**src/rtl/strobe_pkg.sv**
```systemverilog
// Shared types and constants for the 3-to-8 strobe decoder.
// Holds the FSM encoding, bus geometry and the one-hot helper.
package strobe_pkg;

    localparam int NUM_LINES = 8;
    localparam int CODE_W    = 3;

    typedef enum logic [1:0] {
        IDLE = 2'd0,
        HOLD = 2'd1,
        SCAN = 2'd2
    } state_t;

    localparam logic [CODE_W-1:0] LAST_IDX = CODE_W'(NUM_LINES - 1);

    function automatic logic [NUM_LINES-1:0] onehot_of(
        input logic [CODE_W-1:0] code
    );
        logic [NUM_LINES-1:0] one;
        one = NUM_LINES'(1);
        return one << code;
    endfunction

endpackage

```
**src/rtl/strobe_timer.sv**
```systemverilog
// Loadable down-counter used to time each strobe.
// Load wins over tick; the count saturates at zero.
module strobe_timer #(
    parameter int CNT_W = 8
) (
    input  logic             clk,
    input  logic             rst,
    input  logic             clr,
    input  logic             load,
    input  logic [CNT_W-1:0] value,
    input  logic             tick,
    output logic [CNT_W-1:0] count,
    output logic             zero
);

    always_ff @(posedge clk or posedge rst) begin
        if (rst) begin
            count <= '0;
        end else if (clr) begin
            count <= '0;
        end else if (load) begin
            count <= value;
        end else if (tick && (count != '0)) begin
            count <= count - 1'b1;
        end
    end

    assign zero = (count == '0);

endmodule

```
**src/rtl/strobe_decoder_3to8.sv**
```systemverilog
// Registered 3-to-8 one-hot decoder with hold timer and line-scan mode.
// FSM picks single-strobe or walk; timer sets the per-line hold width.
module strobe_decoder_3to8
    import strobe_pkg::*;
#(
    parameter int HOLD_CYCLES = 4,
    parameter int CNT_W       = 8
) (
    input  logic                 clk,
    input  logic                 rst,
    input  logic                 en,
    input  logic [CODE_W-1:0]    Din,
    input  logic                 Din_valid,
    output logic                 Din_ready,
    input  logic                 scan,
    output logic [NUM_LINES-1:0] Dout,
    output logic                 Dout_valid,
    output logic                 busy
);

    localparam logic [CNT_W-1:0] RELOAD = CNT_W'(HOLD_CYCLES - 1);

    state_t state;
    state_t state_nxt;

    logic [CODE_W-1:0]    idx;
    logic [CODE_W-1:0]    idx_nxt;
    logic [NUM_LINES-1:0] dout_nxt;
    logic                 valid_nxt;

    logic             t_clr;
    logic             t_load;
    logic             t_tick;
    logic [CNT_W-1:0] t_count;
    logic             t_zero;

    logic accept;
    logic scan_start;
    logic last_line;

    assign Din_ready  = (state == IDLE) && !en;
    assign accept     = Din_ready && Din_valid;
    assign scan_start = Din_ready && !Din_valid && scan;
    assign last_line  = (idx == LAST_IDX);
    assign busy       = (state != IDLE);

    strobe_timer #(
        .CNT_W (CNT_W)
    ) u_timer (
        .clk   (clk),
        .rst   (rst),
        .clr   (t_clr),
        .load  (t_load),
        .value (RELOAD),
        .tick  (t_tick),
        .count (t_count),
        .zero  (t_zero)
    );

    always_ff @(posedge clk or posedge rst) begin
        if (rst) begin
            state <= IDLE;
        end else begin
            state <= state_nxt;
        end
    end

    always_comb begin
        state_nxt = state;
        if (en) begin
            state_nxt = IDLE;
        end else begin
            unique case (state)
                IDLE: begin
                    if (accept) begin
                        state_nxt = HOLD;
                    end else if (scan_start) begin
                        state_nxt = SCAN;
                    end
                end
                HOLD: begin
                    if (t_zero) begin
                        state_nxt = IDLE;
                    end
                end
                SCAN: begin
                    if (t_zero && last_line) begin
                        state_nxt = IDLE;
                    end
                end
                default: state_nxt = IDLE;
            endcase
        end
    end

    // Next values for the registered bus, scan index and timer controls.
    always_comb begin
        dout_nxt  = Dout;
        valid_nxt = Dout_valid;
        idx_nxt   = idx;
        t_clr     = 1'b0;
        t_load    = 1'b0;
        t_tick    = 1'b0;
        if (en) begin
            dout_nxt  = '0;
            valid_nxt = 1'b0;
            idx_nxt   = '0;
            t_clr     = 1'b1;
        end else begin
            unique case (state)
                IDLE: begin
                    if (accept) begin
                        dout_nxt  = onehot_of(Din);
                        valid_nxt = 1'b1;
                        t_load    = 1'b1;
                    end else if (scan_start) begin
                        dout_nxt  = onehot_of('0);
                        valid_nxt = 1'b1;
                        idx_nxt   = '0;
                        t_load    = 1'b1;
                    end
                end
                HOLD: begin
                    if (t_zero) begin
                        dout_nxt  = '0;
                        valid_nxt = 1'b0;
                    end else begin
                        t_tick = 1'b1;
                    end
                end
                SCAN: begin
                    if (!t_zero) begin
                        t_tick = 1'b1;
                    end else if (last_line) begin
                        dout_nxt  = '0;
                        valid_nxt = 1'b0;
                        idx_nxt   = '0;
                    end else begin
                        dout_nxt = Dout << 1;
                        idx_nxt  = idx + 1'b1;
                        t_load   = 1'b1;
                    end
                end
                default: begin
                    dout_nxt  = '0;
                    valid_nxt = 1'b0;
                    idx_nxt   = '0;
                    t_clr     = 1'b1;
                end
            endcase
        end
    end

    always_ff @(posedge clk or posedge rst) begin
        if (rst) begin
            Dout       <= '0;
            Dout_valid <= 1'b0;
            idx        <= '0;
        end else begin
            Dout       <= dout_nxt;
            Dout_valid <= valid_nxt;
            idx        <= idx_nxt;
        end
    end

endmodule

```
**config.mk**
```make
export PLATFORM = sky130hd
export DESIGN_NAME = strobe_decoder_3to8
export DESIGN_NICKNAME = d
export VERILOG_FILES = /design/src/rtl/strobe_pkg.sv /design/src/rtl/strobe_timer.sv /design/src/rtl/strobe_decoder_3to8.sv
export SDC_FILE = /design/constraint.sdc
export NUM_CORES = 1
export LEC_CHECK = 0
export CAP_MARGIN = 0
export CORE_ASPECT_RATIO = 0.6
export CORE_MARGIN = 1.5
export CORE_UTILIZATION = 57
export CTS_CLUSTER_DIAMETER = 120
export DETAILED_ROUTE_END_ITERATION = 8
export PLACE_DENSITY = 0.85
export SYNTH_ARGS = -nofsm -noshare
export SYNTH_HDL_FRONTEND = slang
export SYNTH_SLANG_ARGS = --single-unit
```
**constraint.sdc**
```tcl
create_clock -name clk -period 5.3 [get_ports clk]
set_clock_uncertainty 0.2 [all_clocks]
set_input_delay 1.06 -clock clk [delete_from_list [all_inputs] [get_ports clk]]
set_output_delay 1.06 -clock clk [all_outputs]
set_load 0.02 [all_outputs]
```
==> Flow_metrics.wiki, run 1 <==
{| class="wikitable"
! Metric !! Value
|-
| Sort of element at the start of the critical path || input pin
|-
| Area enclosed by the die boundary || 2660 um2
|-
| Minimum period implied by the final worst setup slack || 4.04 ns
|-
| Number of gates given a new drive strength after cts || 0
|-
| Worst max-slew margin expressed relative to the limit || 19.3%
|-
| Number of enable-type register cells in the synthesized netlist || 0
|-
| Mean number of vias per cell || about 6.4
|-
| Total buffers and inverters traversed by the critical path || 3
|-
| Cell seen most often among critical-path stages || sky130_fd_sc_hd__clkdlybuf4s50_1
|-
| DIE HEIGHT || between 40 and 50 um
|-
| Arrival time of data at the critical path endpoint || roughly 2.8 ns
|-
| Core Region || approximately 2200 um2
|-
| Setup tns final || 0 ns
|-
| Total placed instance area || 1540 um2
|-
| Maximum number of pins on one net before global-route repair || 23
|-
| Power per cell area || a little over 400 nW/um2
|-
| Number of post-CTS setup repair buffers || 0
|-
| Slowest cell on crit path || sky130_fd_sc_hd__clkdlybuf4s50_1
|-
| Dominant cell by count in the synthesized netlist || sky130_fd_sc_hd__dfrtp_1
|-
| Cts-stage hold buffer count || 0
|-
| Worst EP required || slightly above 4 ns
|-
| Synth top area share || between 40 and 50%
|-
| Total chip power || roughly 650 uW
|-
| 1st-pass router iterations || 4
|-
| Cell area after layout || roughly 1600 um2
|-
| Largest cells by area after synthesis || sky130_fd_sc_hd__dfrtp_1 41%, sky130_fd_sc_hd__ha_1 7.5%, sky130_fd_sc_hd__o41ai_1 6.5%, sky130_fd_sc_hd__o21ai_0 5.6%, sky130_fd_sc_hd__xnor2_1 3.3%
|-
| Number of rows created at floorplan || 13
|-
| DR vias || 1164
|-
| Root Buffer || sky130_fd_sc_hd__clkbuf_8
|-
| Count of unique library cells instantiated by Yosys || 36
|-
| Transition time at the pin with the least slew margin || ~1.2 ns
|-
| Number of placed instances with taps included || 180
|-
| CP Capture Type || primary output
|-
| Critical path, cell by cell || clkdlybuf4s50_1 > nand2b_1 > inv_1 > clkdlybuf4s50_1
|-
| Post-synthesis sequential area ratio || 41.0%
|-
| Global placer's final weighted congestion || 0.871
|-
| Clock latency at the later pin of the worst-skew pair || about 0.26 ns
|-
| Synthesized area divided by synthesized cell count || 9.72 um2
|-
| Routed length per placed instance || 17.9 um
|-
| Number of port buffers || 18
|-
| Count of inserted antenna diode cells || 0
|-
| Number of H-tree levels || 1
|-
| Number of setup violations in the final report || 0
|-
| Post-layout net count || 171
|-
| Status || finished clean
|-
| Num Clock Sinks || 22
|-
| Final wirelength || between 3000 and 4000 um
|-
| Signed area change from the synthesized netlist to the final layout || 17.8%
|-
| Final cell count without fillers || roughly 180
|-
| Leading cell types by count after synthesis || 22 x sky130_fd_sc_hd__dfrtp_1, 15 x sky130_fd_sc_hd__o21ai_0, 10 x sky130_fd_sc_hd__o41ai_1
|-
| Number of antenna violations at the first check in global routing || 0
|-
| Cell accounting for the most synthesized area || sky130_fd_sc_hd__dfrtp_1
|-
| Number of buffers between clock root and the deepest sink || 2
|-
| YS warnings || 0
|-
| Remaining routing DRC violations || 0
|-
| Critical path's top delay family || buffers and inverters
|-
| Clock tree from TritonCTS || done
|-
| Drt first-iter violations || approximately 110
|-
| Via count of the first global-routing pass || 1020
|-
| Horizontal die dimension || 65.6 um
|-
| Netlist area before placement || about 1300 um2
|-
| Wire length of the first global-routing pass || around 5000 um
|-
| Unrepaired setup endpoints after global routing || false
|-
| Flip-flop and latch count after synthesis || 22
|-
| CTS clock-pin slew for the worst setup and hold paths || ~0.070 ns
|-
| Synthesized netlist cell count || 138
|-
| Effective utilization at floorplan || between 60 and 70%
|-
| Async set-or-reset flop fraction in the synthesized netlist || 100%
|-
| Final count of pins violating max slew || 0
|-
| Share of post-route cells with drive strength above 1 || under 10%
|-
| Top flip-flop cell by instance count after synthesis || sky130_fd_sc_hd__dfrtp_1
|-
| Leak || about 0.00065 uW
|-
| Worst supply voltage drop on vdd || between 0.2 and 0.3 mV
|-
| Remaining antenna violation count || 0
|-
| Final HPWL DP || 2330 um
|-
| Global-route usage over all layers || 26.7%
|-
| Upper clock frequency limit || between 0.2 and 0.25 GHz
|-
| Number of nets in the synthesized netlist || ~150
|-
| Number of top-level design ports || 19
|-
| Final global-route overflow total || 0
|-
| Number of CTS-inserted buffers || 3
|-
| Stage delay of the slowest cell on the critical path || roughly 0.6 ns
|-
| Max-capacitance violation count || 0
|-
| Final hold vios || 0
|-
| Largest fanout of any net on the critical path || 10
|-
| Final worst-path cycle share || between 70% and 80%
|-
| Path type of the worst setup path || in2out
|-
| Class of the most critical hold timing path || reg2reg
|}
[worst paths after layout]
kind / from / to / slack (ns) / cells after the start
setup / recovery: en / Din_ready / 1.26 / 4
hold / removal: Dout[7] / Dout[7] / 0.34 / 2
setup reg to reg: u_timer.count[0] / Dout[3] / 2.60 / 6
hold reg to reg: Dout[7] / Dout[7] / 0.34 / 2
max in group asynchronous: rst / state[0] / 3.30 / 2
min in group asynchronous: rst / u_timer.count[0] / 1.07 / 2
[report_power, final]
group	internal [uW]	switching, uW
Clock	50.7	52.6
Sequential	196	29.9
Combinational	129	196
Total	375	278
[cell usage in the layout (no fill, tap or decap), types with 3 or more instances in the layout]
cell type and count:
sky130_fd_sc_hd__nor2b_1 3, sky130_fd_sc_hd__ha_1 8, sky130_fd_sc_hd__xnor2_1 5, sky130_fd_sc_hd__nand2_1 3, sky130_fd_sc_hd__a22oi_1 5, sky130_fd_sc_hd__clkdlybuf4s50_1 18, sky130_fd_sc_hd__nand2b_1 4, sky130_fd_sc_hd__inv_1 8
sky130_fd_sc_hd__nor2_1 9, sky130_fd_sc_hd__clkbuf_8 3, sky130_fd_sc_hd__a21oi_1 7, sky130_fd_sc_hd__a32oi_1 3, sky130_fd_sc_hd__o41ai_1 10, sky130_fd_sc_hd__dfrtp_1 22, sky130_fd_sc_hd__o21ai_0 15
[state kept, by name, indices dropped and copies added, names as in the netlist]
signal / flops
state: 2
u_timer.count: 8
Dout_valid: 1
idx: 3
Dout: 8
[layout make-up]
type	count	area, um2
Clock buffer	3	41.3
Fill cell	166	616
Inverter	8	30.0
Multi-Input combinational cell	102	741
Sequential cell	22	551
Tap cell	30	37.5
Timing Repair Buffer	18	180
[layer usage]
metal | part of all wire [%] | vias to the layer above | GRT usage [%]
met3 | 7.8 | 6 | 9.27
met5 | 0 | - | 0
met4 | 1.7 | 0 | 9.38
met1 | 48 | 545 | 36.2
li1 | - | 551 | -
met2 | 42 | 62 | 39.9
[logic make-up after synthesis]
kind of cell / synth area share [%]
mux: 0.839
flops: 41.0
fa+ha+maj: 7.46
compound gates: 26.4
simple gates: 16.9
xor+xnor: 3.26
buf+inv: 4.10
[per-stage QoR]
| step | hold slack [ns] | setup WS (ns) | util [%] |
|---|---|---|---|
| 2_1_floorplan | 0.318 | 2.34 | - |
| 6_report | 0.336 | 1.26 | 72.0 |
| 3_3_place_gp | 0.286 | 1.35 | 70.1 |
| 4_1_cts | 0.344 | 1.30 | 72.0 |
| 5_1_grt | 0.359 | 1.19 | 72.0 |
| 3_5_place_dp | 0.326 | 1.33 | 70.1 |
[worst reg2reg max path: cells and delay by family (launching register included)]
kind                       cells  cell delay, ns
AOI/OAI and AO/OA              3            1.46
DFF                            1            0.41
and+or+nand+nor                1            0.22
adders and majority gates      1            0.20
buffers and inverters          1            0.08
Power figures use the tool's default switching activity.
==> run 2: changes to the inputs <==
CORE_UTILIZATION = 53   (was 57)
PLACE_DENSITY = 0.8   (was 0.85)
clock period = 4.07 ns   (was 5.3 ns; I/O delays follow)
==> run 2 against run 1 <==
  * Routed wire length shrank 4.1%
  * Sequential share of layout area is 0.62 points lower
  * Clock power up 53%
  * Clock-buffer cell count increased by 1
  * Register-to-register slack worse by 0.89 ns
  * Flip-flop and latch count unchanged
  * Critical path depth unchanged
  * Final cell count increased by 1.6%
  * Global-route usage fell by 2.4 points
==> Flow_metrics.wiki, run 2 (same netlist as run 1, synthesis figures left out) <==
{| class="wikitable"
! Metric !! Value
|-
| Final cell utilization of the core || 70.7% (-1.3 points)
|-
| Share of post-route cells with drive strength above 1 || 10.3% (+1.8 points)
|-
| Arrival time of data at the critical path endpoint || 2.33 ns (-0.45 ns)
|-
| Number of port buffers || 18 (unchanged)
|-
| # fillers || 176 (+6.0%)
|-
| Max-capacitance violation count || 0 (unchanged)
|-
| Number of gates given a new drive strength after cts || 0 (unchanged)
|-
| Number of antenna violations at the first check in global routing || 0 (unchanged)
|-
| Registers with the most flip-flops || Dout: 8 flops, u_timer.count: 8 flops, idx: 3 flops
|-
| CTS clock-pin slew for the worst setup and hold paths || 0.08 ns (about the same)
|-
| Crit path launch || en
|-
| Worst max-slew margin expressed relative to the limit || 39.4% (+20 points)
|-
| Clock latency at the later pin of the worst-skew pair || 0.26 ns (about the same)
|-
| Post-layout net count || 173 (+1.2%)
|-
| DR vias || 1142 (-1.9%)
|-
| Power per cell area || 544 nW/um2 (+32%)
|-
| Largest fanout of any net on the critical path || 8 (-2)
|-
| Critical register-to-register path startpoint || u_timer.count[0]
|-
| Worst supply voltage drop on vdd || 0.298 mV (+16%)
|-
| Clock tree from TritonCTS || done
|-
| Final global-route overflow total || 0 (unchanged)
|-
| Most common cell after layout, fill and taps aside || sky130_fd_sc_hd__dfrtp_1
|-
| Number of CTS-inserted buffers || 3 (unchanged)
|-
| Core Region || 2280 um2 (+3.7%)
|-
| Effective utilization at floorplan || 58.9% (-2.2 points)
|-
| Sort of element at the start of the critical path || input pin
|-
| Count of inserted antenna diode cells || 0 (unchanged)
|-
| Met2 WL post-DR || 1310 um (-5.9%)
|-
| Final hold vios || 0 (unchanged)
|-
| Number of H-tree levels || 1 (unchanged)
|-
| Root Buffer || sky130_fd_sc_hd__clkbuf_8
|-
| Stage delay of the slowest cell on the critical path || 0.62 ns (about the same)
|-
| Upper clock frequency limit || between 0.2 and 0.3 GHz
|-
| Minimum period implied by the final worst setup slack || around 3.3 ns
|-
| Maximum number of pins on one net before global-route repair || 23 (unchanged)
|-
| Commonest cells after routing, fill and taps aside || 22 x sky130_fd_sc_hd__dfrtp_1, 18 x sky130_fd_sc_hd__clkdlybuf4s50_1, 15 x sky130_fd_sc_hd__o21ai_0, 10 x sky130_fd_sc_hd__o41ai_1, 9 x sky130_fd_sc_hd__nor2_1
|-
| Drt first-iter violations || 123 (+8.8%)
|-
| Number of top-level design ports || 19 (unchanged)
|-
| Critical path, cell by cell || clkdlybuf4s50_1 > nand2b_1 > inv_1 > clkdlybuf4s50_1
|-
| Signed area change from the synthesized netlist to the final layout || 20.0%
|-
| Path type of the worst setup path || in2out
|-
| Area enclosed by the die boundary || 2850 um2 (+7.1%)
|-
| Num Clock Sinks || 22 (unchanged)
|-
| Remaining antenna violation count || 0 (unchanged)
|-
| Final count of pins violating max slew || 0 (unchanged)
|-
| Transition time at the pin with the least slew margin || 0.905 ns (-0.303 ns)
|-
| Setup tns final || 0 ns (unchanged)
|-
| Length of routed wiring on met1 || 1590 um (+1.3%)
|-
| Final HPWL DP || 2340 um (+0.70%)
|-
| Via count of the first global-routing pass || 1024 (+0.39%)
|-
| Leak || 0.000663 uW (+2.7%)
|-
| Horizontal die dimension || 67.9 um (+3.5%)
|-
| Wire length of the first global-routing pass || 5140 um (+2.0%)
|-
| Remaining routing DRC violations || 0 (unchanged)
|-
| Global-route usage over all layers || 24.3% (-2.4 points)
|-
| Worst EP required || 3.06 ns (-0.98 ns)
|-
| DIE HEIGHT || 42.0 um (+3.4%)
|-
| Unrepaired setup endpoints after global routing || false
|-
| Cell seen most often among critical-path stages || sky130_fd_sc_hd__clkdlybuf4s50_1
|-
| Number of post-CTS setup repair buffers || 0 (unchanged)
|-
| Class of the most critical hold timing path || reg2reg
|-
| Hold Path Origin || Dout[7]
|-
| DR top layer || met4
|-
| Cts-stage hold buffer count || 0 (unchanged)
|-
| Global placer's final weighted congestion || 0.825 (-5.2%)
|-
| Routed length per placed instance || 16.9 um (-5.6%)
|-
| Mean number of vias per cell || 6.14 (-3.5%)
|-
| Number of buffers between clock root and the deepest sink || 2 (unchanged)
|-
| Met3 wirelength from detailed routing || 223 um (-13%)
|-
| Final worst-path cycle share || 82.0%
|-
| 1st-pass router iterations || 6 (+2)
|-
| Slowest cell on crit path || sky130_fd_sc_hd__clkdlybuf4s50_1
|-
| Number of setup violations in the final report || 0 (unchanged)
|-
| Final wirelength || 3140 um (-4.1%)
|-
| CP Capture Type || primary output
|-
| Number of rows created at floorplan || 13 (unchanged)
|-
| Status || finished clean
|}
## run 2: worst max-delay path: cells and delay by family
kind | cells | cell delay [ns]
and+or+nand+nor | 1 | 0.28
buffers and inverters | 3 | 1.22
## run 2: layer usage
metal  track usage (%)  up-vias
met1              39.4      535
li1                  -      559
met3              6.78        2
met4              3.60        0
met2              32.0       46
met5                 0        -
## run 2: cell type report
cell class                 count  area (um2)  share of cell area, %
clock buffer                   4        55.1                   3.42
inverter                       8        30.0                   1.87
multi-input combinational    102         741                   46.0
sequential                    22         551                   34.2
tap                           30        37.5                   2.33
timing repair buffer          20         195                   12.1
## run 2: path summary, 6_finish.rpt
kind / endpoint / slack, ns / cells past startpoint
max in group asynchronous: Dout_valid / 2.30 / 2
min in group asynchronous: u_timer.count[1] / 0.83 / 2
worst max-delay path: Din_ready / 0.73 / 4
worst min-delay path: Dout[7] / 0.33 / 2
worst max register to register: idx[0] / 1.71 / 6
worst min register to register: Dout[7] / 0.33 / 2
## run 2: through the flow
stage | hold WS, ns | power (uW) | setup slack, ns | instances | instance area [um2]
floorplan | 0.318 | 586 | 1.60 | 138 | 1340
global placement | 0.292 | 699 | 0.778 | 182 | 1550
detailed placement | 0.317 | 713 | 0.784 | 182 | 1550
CTS | 0.344 | 873 | 0.745 | 186 | 1610
global route | 0.371 | 935 | 0.672 | 186 | 1610
finish | 0.335 | 875 | 0.731 | 186 | 1610
## run 2: report_power, final
group,internal [uW],leakage [uW],switching (uW),total [uW]
clock,86.3,0.0000288,72.1,158
combinational,171,0.000334,252,423
sequential,255,0.000301,38.9,294
total,512,0.000663,363,875
